==> config.mk <==
export PLATFORM = sky130hd
export DESIGN_NAME = vaddsub_sequencer
export DESIGN_NICKNAME = d
export VERILOG_FILES = /design/src/rtl/vector_pkg.sv /design/src/rtl/lat_pipe.sv /design/src/rtl/vaddsub_sequencer.sv
export SDC_FILE = /design/constraint.sdc
export NUM_CORES = 1
export LEC_CHECK = 0
export CAP_MARGIN = 20
export CORE_UTILIZATION = 44
export DETAILED_ROUTE_END_ITERATION = 8
export PLACE_DENSITY = 0.79
export SYNTH_ARGS = -nofsm -noshare
export SYNTH_HDL_FRONTEND = slang
export SYNTH_SLANG_ARGS = --single-unit
==> constraint.sdc <==
create_clock -name CLK -period 8.2 [get_ports CLK]
set_input_delay 2.05 -clock CLK [delete_from_list [all_inputs] [get_ports CLK]]
set_output_delay 2.05 -clock CLK [all_outputs]
set_load 0.01 [all_outputs]
==> src/rtl/vector_pkg.sv <==
// Shared types and constants for the vector FP16 datapath.
//   fp16_t       : one IEEE half-precision element (raw bits)
//   seq_state_t  : control states of the vaddsub issue/collect sequencer
//   VADDSUB_LAT  : cycles from vaddsub enable sampled to its output being valid
package vector_pkg;

   typedef logic [15:0] fp16_t;

   typedef enum logic [1:0] {
      IDLE,
      ISSUE,
      DRAIN,
      DONE
   } seq_state_t;

   localparam int VADDSUB_LAT = 3;

endpackage

==> src/rtl/lat_pipe.sv <==
// Fixed-depth shift register that carries in-flight lane tags alongside the
// vaddsub pipeline, so each result can be matched to the lane it belongs to.
// Ports:
//   CLK   in  1  clock, rising edge
//   nRST  in  1  asynchronous active-low reset (clears every stage)
//   din   in  W  tag entering the pipe this cycle
//   dout  out W  tag that entered DEPTH cycles ago
module lat_pipe #(
   parameter int DEPTH = 3,
   parameter int W     = 4
) (
   input  logic         CLK,
   input  logic         nRST,
   input  logic [W-1:0] din,
   output logic [W-1:0] dout
);

   logic [W-1:0] stage [DEPTH];

   always_ff @(posedge CLK or negedge nRST) begin
      if (!nRST) begin
         for (int i = 0; i < DEPTH; i++) stage[i] <= '0;
      end else begin
         stage[0] <= din;
         for (int i = 1; i < DEPTH; i++) stage[i] <= stage[i-1];
      end
   end

   assign dout = stage[DEPTH-1];

endmodule

==> src/rtl/vaddsub_sequencer.sv <==
// Issue/collect controller for the pipelined FP16 add/sub unit. Accepts one
// LANES-wide vector op, streams one lane per cycle into the unit, collects
// each lane's result after the fixed pipeline latency and presents the full
// vector with a sticky overflow flag.
// Ports:
//   CLK, nRST               clock (rising edge), async active-low reset
//   req_valid/req_ready     request handshake
//   req_sub, req_a, req_b   op select (1 = A-B) and packed operands (lane i = [16i+15:16i])
//   rsp_valid/rsp_ready     response handshake
//   rsp_out, rsp_ovf        packed result vector and OR of per-lane overflow
//   au_port_a/b, au_sub,    drive side of the add/sub unit
//   au_enable
//   au_out, au_overflow     result side of the add/sub unit
module vaddsub_sequencer
   import vector_pkg::*;
#(
   parameter  int LANES = 8,
   parameter  int LAT   = VADDSUB_LAT,
   localparam int IDXW  = $clog2(LANES > 1 ? LANES : 2)
) (
   input  logic               CLK,
   input  logic               nRST,
   input  logic               req_valid,
   output logic               req_ready,
   input  logic               req_sub,
   input  logic [LANES*16-1:0] req_a,
   input  logic [LANES*16-1:0] req_b,
   output logic               rsp_valid,
   input  logic               rsp_ready,
   output logic [LANES*16-1:0] rsp_out,
   output logic               rsp_ovf,
   output logic [15:0]        au_port_a,
   output logic [15:0]        au_port_b,
   output logic               au_sub,
   output logic               au_enable,
   input  logic [15:0]        au_out,
   input  logic               au_overflow
);

   localparam logic [IDXW-1:0] LAST_IDX = IDXW'(LANES - 1);
   localparam logic [IDXW:0]   LAST_CAP = (IDXW + 1)'(LANES - 1);

   seq_state_t          state, state_nxt;
   logic [IDXW-1:0]     issue_idx;
   logic [IDXW:0]       cap_cnt;
   logic [LANES*16-1:0] op_a, op_b;
   logic                op_sub;
   logic [LANES*16-1:0] res_buf;
   logic                ovf;

   logic                accept;
   logic [IDXW:0]       tag_in, tag_out;
   logic                cap_vld;
   logic [IDXW-1:0]     cap_idx;

   assign accept  = (state == IDLE) && req_valid;
   assign tag_in  = {au_enable, issue_idx};
   assign cap_vld = tag_out[IDXW];
   assign cap_idx = tag_out[IDXW-1:0];
   assign rsp_out = res_buf;
   assign rsp_ovf = ovf;

   // The tag pipe, not the unit's own valid, decides which cycle's result belongs to which lane.
   lat_pipe #(
      .DEPTH (LAT),
      .W     (IDXW + 1)
   ) u_tags (
      .CLK  (CLK),
      .nRST (nRST),
      .din  (tag_in),
      .dout (tag_out)
   );

   always_comb begin
      fp16_t lane_a, lane_b;
      state_nxt = state;
      req_ready = 1'b0;
      rsp_valid = 1'b0;
      au_enable = 1'b0;
      au_port_a = '0;
      au_port_b = '0;
      au_sub    = 1'b0;
      lane_a    = op_a[16*int'(issue_idx) +: 16];
      lane_b    = op_b[16*int'(issue_idx) +: 16];
      case (state)
         IDLE: begin
            req_ready = 1'b1;
            if (req_valid) state_nxt = ISSUE;
         end
         ISSUE: begin
            au_enable = 1'b1;
            au_port_a = lane_a;
            au_port_b = lane_b;
            au_sub    = op_sub;
            if (issue_idx == LAST_IDX) state_nxt = DRAIN;
         end
         DRAIN: begin
            // The last lane always lands here, because capture trails issue by LAT cycles.
            if (cap_vld && cap_cnt == LAST_CAP) state_nxt = DONE;
         end
         DONE: begin
            rsp_valid = 1'b1;
            if (rsp_ready) state_nxt = IDLE;
         end
         default: state_nxt = IDLE;
      endcase
   end

   // Stage boundary: control state, counters and the collected result vector.
   always_ff @(posedge CLK or negedge nRST) begin
      if (!nRST) begin
         state     <= IDLE;
         issue_idx <= '0;
         cap_cnt   <= '0;
         res_buf   <= '0;
         ovf       <= 1'b0;
      end else begin
         state <= state_nxt;
         if (accept) begin
            issue_idx <= '0;
            cap_cnt   <= '0;
            res_buf   <= '0;
            ovf       <= 1'b0;
         end else begin
            if (state == ISSUE && issue_idx != LAST_IDX) issue_idx <= issue_idx + 1'b1;
            if (cap_vld) begin
               res_buf[16*int'(cap_idx) +: 16] <= au_out;
               ovf                            <= ovf | au_overflow;
               cap_cnt                        <= cap_cnt + 1'b1;
            end
         end
      end
   end

   // Stage boundary: operand latch. Only read while issuing, so it needs no reset.
   always_ff @(posedge CLK) begin
      if (accept) begin
         op_a   <= req_a;
         op_b   <= req_b;
         op_sub <= req_sub;
      end
   end

endmodule

==> key figures, run 1 <==
Synthesis
  – Primary FF master, synth: edfxtp_1
  – Library cells used by synthesis: 41
  – Fraction of registers with async set/reset: 0.369
  – Post-Synth Adder-Cell Area: 0.00764
  – Post-Synth Simple-Gate Area: 0.0585
  – Yosys reg bits: 407
  – Synth Area in Compound Gates: 0.0893
  – Mux cell area share after synthesis: 0.108
  – Yosys warnings: 0
  – Average cell area after synthesis: 14.5 µm²
  – Syn_nets: 1,414
  – Cells after synthesis: 1,126
  – XOR/XNOR Fraction of Synth Area: 0.00214
  – Post-synth EDFFs: 257
  – Register area share after synthesis: 0.701
  – Largest family of logic cells by synthesized area: multiplexers
  – Synthesized area: 16,400 µm²

Detailed routing
  – Detailed Route WL: 47.7 mm
  – Vias: 11.7k
  – Routed len/inst: 23.4 µm
  – # DRC: 0
  – Vias per inst: 5.72
  – Final ANT Viol Nets: 0
  – Initial DRC count: 842
  – 1st-pass router iterations: 5

Setup path
  – Reg-to-reg critical path startpoint: state[0]
  – CP peak stage delay: 1090 ps
  – CP startpoint: issue_idx[2]
  – CP endpoint kind: output port
  – Top delay family on crit path: buffers and inverters
  – Critical path endpoint: au_port_a[4]
  – CP startpoint kind: register
  – Worst path depth: 5
  – Crit path max-delay cell type: dfrtp_4
  – Crit path buffers/inverters: 3
  – WP data arrival: 3650 ps
  – CP max FO: 68
  – R2r endpoint: op_b[56]
  – CP cell instances: buf_4, mux4_2, inv_1, a221oi_1, clkdlybuf4s50_1
  – Reg-to-reg slack, setup: 4840 ps
  – Setup Crit Path Kind: register to output port
  – WP data required: 6150 ps
  – Reg2reg path depth: 5

Pwr
  – Final Power: 7.60 mW
  – Pwr dens: 338 nW/µm²
  – Worst IR Drop VDD: 0.191 mV
  – Cell leakage power: 8.22 nW

Global route
  – First-pass GRT wire length: 70.5 mm
  – Met2 usage: 0.412
  – Initial antenna violation count: 12
  – Vias in the first global route: 11.9k
  – Global routing usage on met1: 0.286
  – GR Layer Usage met3: 0.0713
  – Top Usage Layer GRT: met2
  – Gr usage total: 0.247
  – Largest net degree at the start of global routing: 168
  – GRT overflow: 0

Clock tree
  – TritonCTS buffer count: 43
  – # hold bufs at CTS: 0
  – Post-CTS setup buffer count: 0
  – Clock Pin Slew Worst Setup and Hold Paths: 60 ps
  – Clock net sink count: 407
  – CTS tree: built
  – Max Root-Sink Buffers: 3
  – Post-cts sizing count: 0
  – Clock Latency Late Sink: 580 ps
  – H-tree depth: 2
  – Clock Tree Root: clkbuf_16

STA
  – Slew @ Worst Pin: 1110 ps
  – Final setup skew: 8.67 ps
  – Tcrit/Tclk final: 0.695
  – Max Freq: 0.176 GHz
  – Final hold vios: 0
  – Total negative slack: 0 ps
  – RSZ-0062 raised after global routing: false
  – Final setup fails: 0
  – Hold_ws: 344 ps
  – Worst setup margin: 2500 ps
  – Fin crit period: 5700 ps
  – Max_slew headroom: 0.257
  – Max-slew violation count: 0

Floorplan
  – CORE AREA: 36,600 µm²
  – Number of cell rows: 70
  – Die Wd: 195 µm
  – DIE AREA: 38,000 µm²
  – Die height: 195 µm
  – Initial Utilization: 0.447
  – Num ports: 443

Cells and area
  – Cell Count, Final, Fillers Out: 2,041
  – Post-layout util: 0.614
  – Syn-to-layout area delta: 37.4%
  – Final #Nets: 1,825
  – Final instance area: 22,500 µm²
  – Layout cells sized above 1: 0.0978

Run status
  – Run status: finished clean

Place
  – Placer Congestion: 0.895
  – Placed Instances: 1,956
  – IO buf count: 442
  – DP Area: 21,100 µm²
  – Post-place setup slack: 3030 ps
  – Half-perimeter wire length after placement: 31.8 mm

Flow run
  – Maxcap violations: 0

Worst hold path
  – Hold Path Class: register to register
-- synth_stat cells, types with 4 or more instances --
| library cell | number | share of area |
|---|---|---|
| ha_1 | 10 | 0.0076 |
| nand3_1 | 64 | 0.020 |
| nand4_1 | 34 | 0.013 |
| clkbuf_1 | 66 | 0.015 |
| nor2_1 | 11 | 0.0025 |
| buf_2 | 14 | 0.0043 |
| mux4_2 | 32 | 0.044 |
| buf_1 | 5 | 0.0011 |
| buf_4 | 5 | 0.0023 |
| o31ai_1 | 16 | 0.0073 |
| nand2_1 | 50 | 0.011 |
| mux2i_1 | 67 | 0.041 |
| edfxtp_1 | 257 | 0.47 |
| a21oi_1 | 98 | 0.030 |
| dfrtp_1 | 150 | 0.23 |
| a221oi_1 | 32 | 0.017 |
| nor2b_1 | 4 | 0.0015 |
| o21ai_0 | 112 | 0.034 |
| inv_1 | 38 | 0.0087 |
| mux2_2 | 33 | 0.023 |
-- area by class of cell --
cell class | count | area (µm²)
inverter | 39 | 154
clock inverter | 11 | 67.6
timing repair buffer | 459 | 4610
tap | 468 | 586
antenna | 8 | 20.0
sequential | 407 | 11500
clock buffer | 62 | 1220
fill | 2739 | 14100
multi-input combinational | 587 | 4360
-- sequential cells by signal (all words and copies together), names as in the netlist, 2 cells and up --
signal	flops
op_a	128
cap_cnt	4
state	2
u_tags.stage	8
op_b	128
issue_idx	3
rsp_out	128
u_tags.dout	4
-- cell usage in the layout, fill, tap and decap left out, types with 12 or more instances in the layout --
cell type	netlist	final
nand3_1	64	64
inv_1	38	38
mux2i_1	67	67
clkbuf_1	66	12
mux2_2	33	33
buf_4	5	12
mux4_2	32	32
clkdlybuf4s50_1	0	441
dfrtp_1	150	147
a21oi_1	98	98
clkbuf_16	0	44
nand4_1	34	34
o21ai_0	112	112
edfxtp_1	257	257
o31ai_1	16	16
a221oi_1	32	32
nand2_1	50	49
-- routing by layer --
layer  share of wire  vias up
met3            0.10      133
li1                -     5094
met2            0.50      685
met1            0.35     5750
met5          0.0010        -
met4           0.047        8
-- where the power goes --
| part | internal (mW) | switching [mW] |
|---|---|---|
| Clock | 1.03 | 0.786 |
| Combinational | 1.24 | 1.48 |
| Sequential | 2.75 | 0.315 |
-- worst register-to-register path: stages (launching register included) --
cell,delay (ps)
dfrtp_1,400
inv_1,110
ha_1,230
nand2_2,550
inv_8,1010
buf_12,610
-- worst min-delay path by stage --
| stage | endpoint | startpoint | cells after the start | slack (ps) |
|---|---|---|---|---|
| floorplan | u_tags.dout[0] | u_tags.stage[4] | 0 | 330 |
| global placement | u_tags.dout[3] | u_tags.stage[7] | 0 | 330 |
| detailed placement | u_tags.dout[2] | u_tags.stage[6] | 0 | 340 |
| CTS | u_tags.dout[2] | u_tags.stage[6] | 0 | 350 |
| global route | u_tags.dout[3] | u_tags.stage[7] | 0 | 350 |
| finish | u_tags.dout[2] | u_tags.stage[6] | 0 | 340 |
-- cells by family after synthesis --
family                     count (synthesis)
AOI/OAI and AO/OA                        259
xor gates and xnor gates                   4
adders and majority gates                 10
buffers and inverters                    132
DFF                                      407
muxes                                    132
and+or+nand+nor                          182
Note: power is estimated with default switching activity, not from simulation.
==> run 2, diff against run 1 <==
clock period = 4.55 ns   (was 8.2 ns; I/O delays follow)
==> run 2 against run 1 <==
Effect of this change:
- count of clock-buffer cells in the layout decreased by 5
- sequential power increased by 78%
- clock skew increased by 20 ps
- via count increased by 0.21%
- cell count increased by 0.69%
- core utilization increased by 0.65 points
- non-clock buffer count increased by 14
- critical path type unchanged
- critical endpoint is now au_port_a[15]
==> key figures, run 2 (same netlist as run 1, synthesis figures left out) <==
Run status
  – Run status: finished clean

Pwr
  – Sequential share of power: 0.390 (-0.014)
  – Net Sw Power: 4.71 mW (+82%)
  – Clock share of power: 0.247 (+0.008)
  – Switching share of power: 0.336 (-0.00309)
  – Cell leakage power: 8.35 nW (+1.6%)
  – Pwr dens: 616 nW/µm² (+82%)
  – Logic pwr share: 0.362 (+0.005)
  – Internal: 9.29 mW (+85%)
  – Worst IR Drop VDD: 0.377 mV (+97%)

STA
  – Total negative slack: 0 ps (unchanged)
  – Final hold vios: 0 (unchanged)
  – Tcrit/Tclk final: 0.926
  – Fin crit period: 4210 ps
  – Slew @ Worst Pin: 1110 ps (-5.11 ps)
  – Max_slew headroom: 0.257 (about the same)
  – Final setup skew: 28.9 ps (+20.2 ps)
  – Hold_ws: 345 ps (+0.352 ps)
  – Final setup fails: 0 (unchanged)
  – RSZ-0062 raised after global routing: false
  – Max-slew violation count: 0 (unchanged)
  – Max Freq: 0.237 GHz

Clock tree
  – Clock Latency Late Sink: 570 ps (about the same)
  – H-tree depth: 2 (unchanged)
  – Clock net sink count: 407 (unchanged)
  – CTS tree: built
  – # hold bufs at CTS: 0 (unchanged)
  – Clock Tree Root: clkbuf_16
  – Post-CTS setup buffer count: 0 (unchanged)
  – Post-cts sizing count: 0 (unchanged)
  – TritonCTS buffer count: 42 (-2.3%)
  – Clock Pin Slew Worst Setup and Hold Paths: 50 ps (about the same)
  – Max Root-Sink Buffers: 3 (unchanged)

Setup path
  – WP data required: 3410 ps (-2740 ps)
  – WP data arrival: 3080 ps (-570 ps)
  – CP max FO: 47 (-31%)
  – Setup Crit Path Kind: register to output port
  – CP endpoint kind: output port
  – CP startpoint kind: register

Detailed routing
  – Final ANT Viol Nets: 0 (unchanged)
  – Vias: 11.7k (+0.21%)
  – Detailed Route WL: 47.6 mm (-0.21%)
  – # DRC: 0 (unchanged)
  – Initial DRC count: 824 (-2.1%)
  – Vias per inst: 5.69 (-0.47%)
  – Routed len/inst: 23.2 µm (-0.89%)
  – 1st-pass router iterations: 6 (+1)

Global route
  – First-pass GRT wire length: 71.4 mm (+1.3%)
  – Vias in the first global route: 12.0k (+0.51%)
  – GRT overflow: 0 (unchanged)
  – Largest net degree at the start of global routing: 92 (-45%)
  – Initial antenna violation count: 12 (unchanged)
  – Gr usage total: 0.251 (+0.00468)

Floorplan
  – Die Wd: 195 µm (unchanged)
  – Die height: 195 µm (unchanged)
  – DIE AREA: 38,000 µm² (unchanged)
  – Initial Utilization: 0.447 (unchanged)
  – Num ports: 443 (unchanged)
  – Number of cell rows: 70 (unchanged)
  – CORE AREA: 36,600 µm² (unchanged)

Place
  – IO buf count: 442 (unchanged)
  – Placer Congestion: 0.890 (-0.50%)
  – Placed Instances: 1,971 (+0.77%)
  – Half-perimeter wire length after placement: 32.6 mm (+2.6%)

Cells and area
  – Layout cells sized above 1: 0.110 (+0.0123)
  – Sequential cell area: 11,500 µm² (unchanged)
  – Commonest cells after routing, fill and taps aside: clkdlybuf4s50_1, edfxtp_1, dfrtp_1
  – Multi-input gate area: 4360 µm² (+0.14%)
  – Fillers: 2,690 (-1.8%)
  – Most common cell after layout, fill and taps aside: clkdlybuf4s50_1
  – Syn-to-layout area delta: 38.8%
  – Final #Nets: 1,838 (+0.71%)
  – Cell Count, Final, Fillers Out: 2,055 (+0.69%)

Flow run
  – Maxcap violations: 0 (unchanged)

Worst hold path
  – Hold Path Class: register to register
## run 2: changes by cell type in the layout (fill, tap and decap cells not counted), sizes merged
cell      delta
buf         +14
clkbuf       -5
bufinv       +3
clkinv       +2
diode        -2
clkinvlp     +1
inv          +1
## run 2: final cells by class
class / instances / area share
antenna: 6 / 0.000661
inverter: 39 / 0.00677
tap: 468 / 0.0258
clock buffer: 57 / 0.0528
clock inverter: 18 / 0.00831
timing repair buffer: 473 / 0.209
multi-input combinational: 587 / 0.192
sequential: 407 / 0.505
## run 2: per-stage QoR
stage               power [mW]  cell area (µm²)  worst slack, ps   util
floorplan                 8.19            16400              876      -
global placement          10.4            21300              921  0.581
detailed placement        10.6            21300              892  0.581
CTS                       14.1            22700              274  0.619
global route              14.7            22700              158  0.621
finish                    14.0            22700              337  0.621
## run 2: path summary, 6_finish.rpt
check,start,end,slack [ps],cells after the start
max in group asynchronous,nRST,rsp_out[123],3020,2
max reg2reg,u_tags.dout[0],rsp_out[106],1530,6
min in group asynchronous,nRST,rsp_out[42],670,1
min,u_tags.stage[11],u_tags.stage[7],340,0
max,issue_idx[2],au_port_a[15],340,6
min reg2reg,u_tags.stage[11],u_tags.stage[7],340,0
## run 2: critical path, cell delays in order, from the launching register on
cell and delay (ps):
dfrtp_4 870, buf_4 290, buf_4 180, mux4_2 200, inv_1 40, a221oi_1 310, clkdlybuf4s50_1 600
## run 2: layer usage
layer  GRT usage  share of wire  vias to the layer above
met2       0.429           0.51                      637
met4      0.0983          0.036                       12
li1            -              -                     5133
met3      0.0731          0.096                      117
met1       0.299           0.36                     5796
met5           0         0.0016                        -
## run 2: power by group through the flow
stage	combinational [mW]	clock, mW	sequential [mW]
after floorplan	2.65	0	5.54
after global placement	4.87	0	5.49
after detailed placement	5.02	0	5.53
after CTS	5.05	3.53	5.47
after global routing	5.45	3.67	5.56
final	5.07	3.46	5.46
